==> src/rtl/neuron_act_seq.sv <==
// Single neuron: bias + sum of N_IN signed x*w products, then ReLU with positive saturation.
// Latency: start in cycle 0, pairs in cycles 1..N_IN, ACT in N_IN+1, out_valid from N_IN+2 (+1 per idle ACCUM cycle).
// Backpressure: in_ready only while accumulating; result held in HOLD until out_ready, start ignored while busy.
module neuron_act_seq #(
    parameter int N_IN   = 4,
    parameter int DATA_W = 8
) (
    input  logic                     clk,
    input  logic                     rst_n,
    input  logic                     start,
    input  logic signed [DATA_W-1:0] bias,
    input  logic                     in_valid,
    input  logic signed [DATA_W-1:0] in_x,
    input  logic signed [DATA_W-1:0] in_w,
    output logic                     in_ready,
    output logic                     out_valid,
    input  logic                     out_ready,
    output logic signed [DATA_W-1:0] out_data,
    output logic                     act_sel,
    output logic                     busy
);

    localparam int ACC_W = 2*DATA_W + $clog2(N_IN) + 1;
    localparam int CNT_W = $clog2(N_IN) + 1;
    localparam int PRD_W = 2*DATA_W;
    localparam logic [CNT_W-1:0] CNT_LAST = CNT_W'(N_IN - 1);
    // Largest positive value representable in the output width, widened to the accumulator.
    localparam logic signed [ACC_W-1:0] SAT_MAX =
        {{(ACC_W-DATA_W+1){1'b0}}, {(DATA_W-1){1'b1}}};

    typedef enum logic [1:0] {
        IDLE  = 2'd0,
        ACCUM = 2'd1,
        ACT   = 2'd2,
        HOLD  = 2'd3
    } state_t;

    state_t state, state_nxt;

    logic signed [ACC_W-1:0]  acc;
    logic        [CNT_W-1:0]  cnt;
    logic                     xfer;
    logic                     load;
    logic                     do_act;
    logic signed [PRD_W-1:0]  x_ext, w_ext, prod;
    logic signed [ACC_W-1:0]  prod_ext, bias_ext;
    logic signed [DATA_W-1:0] act_val;

    // Full-precision product, operands widened first so the multiply is done at 2*DATA_W.
    assign x_ext    = {{DATA_W{in_x[DATA_W-1]}}, in_x};
    assign w_ext    = {{DATA_W{in_w[DATA_W-1]}}, in_w};
    assign prod     = x_ext * w_ext;
    assign prod_ext = {{(ACC_W-PRD_W){prod[PRD_W-1]}}, prod};
    assign bias_ext = {{(ACC_W-DATA_W){bias[DATA_W-1]}}, bias};
    assign xfer     = in_valid && in_ready;

    // State register.
    always_ff @(posedge clk) begin
        if (!rst_n) begin
            state <= IDLE;
        end else begin
            state <= state_nxt;
        end
    end

    // Next-state logic; start only matters in IDLE, so it is never queued.
    always_comb begin
        state_nxt = state;
        case (state)
            IDLE:    if (start) state_nxt = ACCUM;
            ACCUM:   if (xfer && (cnt == CNT_LAST)) state_nxt = ACT;
            ACT:     state_nxt = HOLD;
            HOLD:    if (out_ready) state_nxt = IDLE;
            default: state_nxt = IDLE;
        endcase
    end

    // Handshake outputs and datapath strobes decoded from the current state.
    always_comb begin
        in_ready  = 1'b0;
        out_valid = 1'b0;
        busy      = 1'b1;
        load      = 1'b0;
        do_act    = 1'b0;
        case (state)
            IDLE: begin
                busy = 1'b0;
                load = start;
            end
            ACCUM:   in_ready  = 1'b1;
            ACT:     do_act    = 1'b1;
            HOLD:    out_valid = 1'b1;
            default: busy      = 1'b0;
        endcase
    end

    // ReLU with clamp: negative -> 0, above the output range -> SAT_MAX.
    always_comb begin
        act_val = acc[DATA_W-1:0];
        if (acc[ACC_W-1]) begin
            act_val = '0;
        end else if (acc > SAT_MAX) begin
            act_val = SAT_MAX[DATA_W-1:0];
        end
    end

    // Accumulator, pair counter and result registers; results persist until the next ACT.
    always_ff @(posedge clk) begin
        if (!rst_n) begin
            acc      <= '0;
            cnt      <= '0;
            out_data <= '0;
            act_sel  <= 1'b0;
        end else begin
            if (load) begin
                acc <= bias_ext;
                cnt <= '0;
            end else if (xfer) begin
                acc <= acc + prod_ext;
                cnt <= cnt + CNT_W'(1);
            end
            if (do_act) begin
                act_sel  <= acc[ACC_W-1];
                out_data <= act_val;
            end
        end
    end

endmodule

==> config.mk <==
export PLATFORM = sky130hd
export DESIGN_NAME = neuron_act_seq
export DESIGN_NICKNAME = d
export VERILOG_FILES = /design/src/rtl/neuron_act_seq.sv
export SDC_FILE = /design/constraint.sdc
export NUM_CORES = 1
export LEC_CHECK = 0
export BUFFER_PORTS_ARGS = -buffer_cell sky130_fd_sc_hd__buf_4
export CORE_ASPECT_RATIO = 1.25
export CORE_MARGIN = 2
export CORE_UTILIZATION = 62
export CTS_CLUSTER_DIAMETER = 60
export DETAILED_ROUTE_END_ITERATION = 10
export PLACE_DENSITY = 0.85
export RECOVER_POWER = 100
export SLEW_MARGIN = 20
export SYNTH_ARGS = -nofsm -noshare
export SYNTH_HDL_FRONTEND = slang
export SYNTH_SLANG_ARGS = --single-unit
==> constraint.sdc <==
create_clock -name clk -period 6.5 [get_ports clk]
set_input_delay 0.65 -clock clk [delete_from_list [all_inputs] [get_ports clk]]
set_output_delay 0.65 -clock clk [all_outputs]
set_load 0.005 [all_outputs]
-- Word level (Yosys, flattened, before mapping)
Cells that the tools add are included.
- multipliers: 1
- add/subtract/negate cells: 2
- reduce and logical (&&, ||, !) cells: 6
- bitwise operators: 1
- muxes and demuxes: 13
- magnitude comparators: 1
- equal/unequal tests: 7
- operator list (operator ; number):
    two-way mux 19 bit ; 2
    adder 19 x 16 -> 19 bit ; 1
    greater-than comparator 19 x 8 -> 1 bit, second input constant ; 1
    multiplier 8 x 8 -> 16 bit ; 1
    two-way mux 8 bit ; 2
    one-hot mux 2 bit (4 select lines) ; 1
    two-way mux 2 bit ; 3
    != test 2 bit, second input constant ; 3
    two-way mux 1 bit ; 5
    equality test 2 bit, second input constant ; 2
    adder 3 x 1 -> 3 bit, second input constant ; 1
    equality test 3 x 2 -> 1 bit, second input constant ; 1
    AND reduction 3 bit ; 1
    equality test 2 x 1 -> 1 bit, second input constant ; 1
    logical AND 1 bit ; 2
    zero test 2 bit ; 1
    nonzero test 2 bit ; 1
    OR reduction 2 bit ; 1
    NOT 1 bit ; 1
- output and inout bits: 12
- logic and storage cells: 36
- register bits after elaboration: 33

-- Depth between registers and ports, before layout
Gate-level depths: netlist (run 1).
- depth in word-level cells: 6
- gate-level depth with buffers: 19

-- Worst setup path before layout (run 1)
OpenSTA, ideal clock, no wires.
- path type: input to register
- start: input in_w[1]
- end: register acc[14]
- stages: 14
- data arrival time: 5.088 ns
- data required time: 6.381 ns
- slack: 1.293 ns
- buffers on the path: 1
- cell sequence: clkbuf_1 -> and2_1 -> fa_1 -> fa_1 -> fa_1 -> fa_1 -> ha_1 -> ha_1 -> a21oi_1 -> a21oi_1 -> a211oi_2 -> o21ai_1 -> xor2_1 -> o221a_2
- cells in the longest elaborated chain, start to end: 4
- ends and longest elaborated chain (item ; RTL line ; RTL):
    start: declaration ; 14 ; input logic signed [DATA_W-1:0] in_w,
    multiplier 8 x 8 -> 16 bit ; 52 ; assign prod = x_ext * w_ext;
    adder 19 x 16 -> 19 bit ; 119 ; acc <= acc + prod_ext;
    two-way mux 19 bit ; 118 ; end else if (xfer) begin
    two-way mux 19 bit ; 115 ; if (load) begin
    end signal: assignment ; 116 ; acc <= bias_ext;
    end signal: assignment ; 119 ;
    end: declaration ; 40 ; logic signed [ACC_W-1:0] acc;
No other way between the ends. The select of a mux whose other input is x is not followed.
A chain may end at the register's enable or synchronous reset.

-- Worst setup path in the final report (run 1)
- start: input in_w[1]
- end: register acc[18]
Same word-level chain as after synthesis.

==> key figures, run 1 <==
Min path
  • Worst Hold Class: flop to flop
  • Hold_sp: out_data[7]
  • Hold Path End: out_data[7]
  • WHS Path Cells: 2

STA
  • Max-slew violations: 0
  • Tightest Pin Transition: about 1200 ps
  • Final setup viols: 0
  • Relative slew slack: between 20% and 30%
  • Final period util: between 80% and 90%
  • Hold Violations, Final: 0
  • Clk_skew: 7.148 ps
  • RSZ-0062 raised after global routing: no
  • Final Critical Period: about 5500 ps
  • Fmax: ~0.18 GHz
  • Worst Slack Setup Final: 1010 ps
  • Setup_tns: 0 ps

Synth
  • Yosys reg bits: 33
  • Net Count, Synth: 699
  • Mapped Area: 4945 sq um
  • Top FF cell, synth: dfxtp_1
  • Seq/Total Area, Yosys: 13.36%
  • Number of library cell types mapped by synthesis: 47
  • Number of synthesized flops with an enable pin: 0
  • Synthesized area per cell: 9.243 sq um
  • Total number of yosys warnings: 0
  • Synth top area share: 34.01%
  • Cells after Synth: between 500 and 600
  • Async SR Flop Fraction: 0%
  • Most instantiated cells after synthesis: inv_1, fa_1, nand2_1
  • Largest cells by area after synthesis: fa_1, dfxtp_1, ha_1
  • Synth area leader: fa_1
  • Most frequent cell after synthesis: inv_1

Final layout
  • P&R area growth vs syn: 9.464%
  • Nets: between 700 and 800
  • Diode count: 0
  • Post-layout util: 69.86%
  • Finished Cell Area: 5413 sq um
  • Layout cell share with drive strength beyond 1: ~9%
  • Fillers: 594

Critical path
  • Kind of critical path: input port to flop
  • R2r setup slk: 1680 ps
  • CP arrival: about 5700 ps
  • Worst setup startpoint: in_w[1]
  • Critical Path Sink Type: flop
  • Data required, critical path: between 6000 and 7000 ps
  • Worst reg2reg path startpoint: acc[6]
  • CP Max Fanout: 11
  • Startpoint Class: input port
  • Capturing point of the worst reg2reg path: acc[11]
  • R2R cell count: 16

Global routing
  • Initial antenna violation count: 0
  • Vias in the first global route: 4154
  • Largest net degree at the start of global routing: 28
  • First-pass GRT wire length: ~19 mm
  • Gr usage total: 26.69%
  • Total gr overflow: 0

Drt
  • Initial drt markers: 130
  • Post-route ant nets: 0
  • Detailed Route WL: 10.47 mm
  • Wire length per cell: about 16 um
  • Via density: 5.567
  • Vias: about 3700
  • Drt drc: 0
  • DRT Pass-1 Iters: 4

Floorplanning
  • Initial Utilization: 63.82%
  • Core ar.: 7747 sq um
  • Row Count: 36
  • Chip Width: approximately 84 um
  • Die Area: 8710 sq um
  • Ports: 41
  • Chip Height: between 100 and 150 um

Place
  • Dpl ws: 903.8 ps
  • I/O Buffers: 40
  • Post-Place Cell Area: 5324 sq um
  • HPWL after DPL: 8.990 mm
  • Placer Congestion: 0.9246

CTS
  • CTS tree: yes
  • Sink Count: 33
  • Reg clk slew, reported paths: 70 ps
  • # Post-CTS Setup Buffers: 0
  • Clock Latency Late Sink: 280 ps
  • Longest Clk Path Bufs: 2
  • H-tree Lvls: 2
  • Resize count post-CTS: 0
  • # hold bufs at CTS: 0
  • Cts bufs inserted: 5
  • Clock root cell: clkbuf_8

Status
  • Status: complete, no violations

Run
  • Max_cap viols: 0
==> sequential cells by signal (all words and copies together), names as in the netlist <==
| signal | count |
|---|---|
| cnt | 3 |
| out_data | 8 |
| acc | 19 |
| state | 2 |
| act_sel | 1 |
==> area by class of cell <==
type / instances / area [sq um] / area share (%)
sequential: 33 / 660.6 / 12.21
clock buffer: 6 / 82.58 / 1.526
inverter: 102 / 382.9 / 7.074
clock inverter: 2 / 37.54 / 0.6935
multi-input combinational: 388 / 3830 / 70.76
timing repair buffer: 41 / 300.3 / 5.548
tap: 95 / 118.9 / 2.196
==> metal layers <==
layer	wire length (um)	GRT usage, %	up-vias
met5	0	0	-
met4	100	5.300	0
met3	396	2.869	12
met2	5642	48.29	83
met1	4333	34.67	1842
li1	-	-	1776
==> cell usage in the layout, fill, tap and decap left out, drive strengths merged, types with 3 or more instances in the layout <==
master | Yosys | routed
nor4 | 3 | 3
dfxtp | 33 | 33
and2 | 34 | 34
nor2b | 11 | 11
fa | 84 | 84
o211a | 7 | 7
a21boi | 3 | 3
o21ai | 15 | 15
inv | 101 | 101
buf | 2 | 28
ha | 51 | 51
a211oi | 5 | 5
nand3 | 4 | 4
nand2b | 3 | 3
a31oi | 6 | 6
xor2 | 3 | 3
nand2 | 58 | 58
mux2i | 9 | 9
clkbuf | 10 | 19
nor2 | 17 | 17
xnor2 | 12 | 12
o21a | 4 | 4
nor3 | 5 | 5
a21oi | 26 | 26
o211ai | 6 | 6
==> worst max-delay path, cell delays in order <==
cell and delay (ps):
clkbuf_1 270, and2_1 660, fa_1 530, inv_1 90
fa_1 420, inv_1 80, fa_1 450, fa_1 570
ha_1 340, ha_1 390, nand4_1 160, and2b_1 190
a21oi_1 300, a32oi_2 160, xnor2_1 150, o221a_1 240
==> logic make-up (layout without fill, tap and decap cells) <==
| group | Yosys count | after routing | synth area share (%) |
|---|---|---|---|
| simple gates | 145 | 145 | 14.78 |
| fa+ha+maj | 135 | 135 | 46.91 |
| buf+inv | 114 | 151 | 8.704 |
| compound gates | 84 | 84 | 11.77 |
| flops | 33 | 33 | 13.36 |
| xor+xnor | 15 | 15 | 2.657 |
| mux | 9 | 9 | 1.822 |
==> worst max-delay path by stage <==
stage                    to  slack, ps
finish              acc[18]       1010
detailed placement  acc[18]        900
global route        acc[14]        660
floorplan           acc[14]       1290
global placement    acc[18]       1080
CTS                 acc[18]       1200
==> through the flow <==
stage	hold slack, ps	cells
CTS	445.8	667
finish	445.5	667
global placement	419.0	659
floorplan	426.1	535
detailed placement	430.8	659
global route	474.9	667
Power of run 1 is not shown: default switching activity piles up to over one toggle a cycle in this logic, so the estimate is an artifact.
==> run 2, diff against run 1 <==
==> constraint.sdc (replaced) <==
create_clock -name clk -period 5.4 [get_ports clk]
set_input_delay 0.54 -clock clk [delete_from_list [all_inputs] [get_ports clk]]
set_output_delay 0.54 -clock clk [all_outputs]
set_load 0.005 [all_outputs]
==> key figures, run 2 (synthesized netlist as in run 1, its figures left out) <==
Place
  • Post-Place Cell Area: 5331 sq um (was 5324 sq um)
  • HPWL after DPL: 8.697 mm (was 8.990 mm)
  • Placer Congestion: 0.9247 (was 0.9246)
  • Placed Cells: 660 (was 659)
  • I/O Buffers: 40 (unchanged)

Critical path
  • Slowest stage delay, CP: 530 ps (was 660 ps)
  • Worst setup startpoint: in_w[1] (unchanged)
  • Most used cell, CP: fa_1 (unchanged)
  • Crit path max-delay family: adder cells (unchanged)
  • Worst path bufs/invs: 5 (was 3)
  • Critical Path Sink Type: flop (unchanged)
  • Kind of critical path: input port to flop (unchanged)
  • Worst reg2reg path startpoint: acc[6] (unchanged)
  • CP Cell Sequence: buf_4, clkbuf_1, nand2_1, fa_1, inv_1, fa_1, inv_1, fa_1, inv_1, fa_1, fa_1, ha_1, a21o_1, a21oi_1, a21boi_0, o21a_1, o311ai_0, a31oi_1 (was clkbuf_1, and2_1, fa_1, inv_1, fa_1, inv_1, fa_1, fa_1, ha_1, ha_1, nand4_1, and2b_1, a21oi_1, a32oi_2, xnor2_1, o221a_1)
  • Startpoint Class: input port (unchanged)
  • Data required, critical path: 5530 ps (was 6680 ps)
  • CP arrival: 5260 ps (was 5670 ps)
  • Slowest CP cell: fa_1 (was and2_1)
  • CP Max Fanout: 7 (was 11)

STA
  • Max-slew violations: 0 (unchanged)
  • Hold WS: 438.1 ps (was 445.5 ps)
  • Clk_skew: 12.23 ps (was 7.148 ps)
  • Setup_tns: 0 ps (unchanged)
  • Tightest Pin Transition: 1268 ps (was 1156 ps)
  • Hold Violations, Final: 0 (unchanged)
  • Final Critical Period: 5134 ps
  • Relative slew slack: 15.41% (was 22.21%)
  • RSZ-0062 raised after global routing: no (unchanged)
  • Fmax: 0.1948 GHz
  • Final setup viols: 0 (unchanged)
  • Final period util: between 90% and 100%

CTS
  • Reg clk slew, reported paths: 70 ps (about the same)
  • Cts bufs inserted: 5 (unchanged)
  • CTS tree: yes (unchanged)
  • Sink Count: 33 (unchanged)
  • Clock root cell: clkbuf_8 (unchanged)
  • # hold bufs at CTS: 0 (unchanged)
  • Longest Clk Path Bufs: 2 (unchanged)
  • Clock Latency Late Sink: 290 ps (was 280 ps)
  • H-tree Lvls: 2 (unchanged)

Floorplanning
  • Core ar.: 7747 sq um (unchanged)
  • Row Count: 36 (unchanged)
  • Chip Height: 103.8 um (unchanged)
  • Initial Utilization: 63.82% (unchanged)
  • Die Area: 8710 sq um (unchanged)
  • Chip Width: 83.88 um (unchanged)
  • Ports: 41 (unchanged)

Final layout
  • Fillers: 592 (was 594)
  • Max reg flops: 19 (unchanged)
  • P&R area growth vs syn: 9.236% (was 9.464%)
  • Nets: 736 (was 735)
  • Finished Cell Area: 5401 sq um (was 5413 sq um)
  • Biggest regs: acc x19, out_data x8, cnt x3 (unchanged)
  • Most flops, register: acc (unchanged)
  • Commonest non-fill, non-tap cells in the layout: inv_1, fa_1, nand2_1 (unchanged)
  • Most common cell after layout, fill and taps aside: inv_1 (unchanged)
  • Layout cell share with drive strength beyond 1: 9.424% (was 9.091%)
  • Non-filler cells, final: 668 (was 667)
  • Diode count: 0 (unchanged)

Global routing
  • Most Used Layer, Global Route: met2 (unchanged)
  • Vias in the first global route: 3962 (was 4154)
  • Met1 Track Usage GR: 32.93% (was 34.67%)
  • Total gr overflow: 0 (unchanged)
  • First-pass GRT wire length: 18.06 mm (was 19.07 mm)
  • GR Util met2: 43.49% (was 48.29%)
  • Met3 Use GR: 3.426% (was 2.869%)
  • Gr usage total: 25.35% (was 26.69%)
  • Initial antenna violation count: 0 (unchanged)
  • Largest net degree at the start of global routing: 28 (unchanged)

Min path
  • Hold_sp: out_data[7] (unchanged)
  • Worst Hold Class: flop to flop (unchanged)

Drt
  • Initial drt markers: 167 (was 130)
  • Post-route ant nets: 0 (unchanged)
  • Via density: 5.672 (was 5.567)
  • Detailed Route WL: 10.25 mm (was 10.47 mm)
  • Wire length per cell: 15.34 um (was 15.70 um)
  • Vias: 3789 (was 3713)
  • DRT Pass-1 Iters: 5 (was 4)
  • Drt drc: 0 (unchanged)

Status
  • Status: complete, no violations (unchanged)

Run
  • Max_cap viols: 0 (unchanged)
==> run 2: per-layer routing <==
layer | up-vias | wire length [um]
met4 | 0 | 325
met2 | 136 | 5187
met3 | 29 | 583
li1 | 1778 | -
met1 | 1846 | 4150
met5 | - | 0
==> run 2: cell type report <==
cell class,instances,area [sq um],share of cell area (%)
well taps,95,118.9,2.201
repair buffers,42,311.5,5.768
multi-input cells,388,3831,70.93
clock buffers,6,82.58,1.529
clock inverters,2,13.76,0.2548
inverters,102,382.9,7.088
flip-flops and latches,33,660.6,12.23
==> run 2: worst paths after layout <==
kind,endpoint,slack (ps),cells past startpoint
max reg2reg,acc[11],550,16
min,out_data[7],440,2
max,acc[11],270,18
min reg2reg,out_data[7],440,2
==> run 2: repair_timing <==
action	CTS	global route
buffers inserted	0	0
setup endpoints to repair	0	1
hold endpoints to repair	0	0
gates resized for setup	0	1
==> run 2: worst min-delay path, stage by stage (launching register included) <==
cell     delay (ps)
dfxtp_1         310
nand2_1          50
nor2_1           40
==> run 2: metrics by stage <==
step	setup WS, ps	util, %
5_1_grt	57.18	69.72
3_5_place_dp	65.12	68.81
4_1_cts	356.4	70.06
2_1_floorplan	303.4	-
3_3_place_gp	75.59	68.81
6_report	265.7	69.72
Power of run 2 is left out for the same reason.
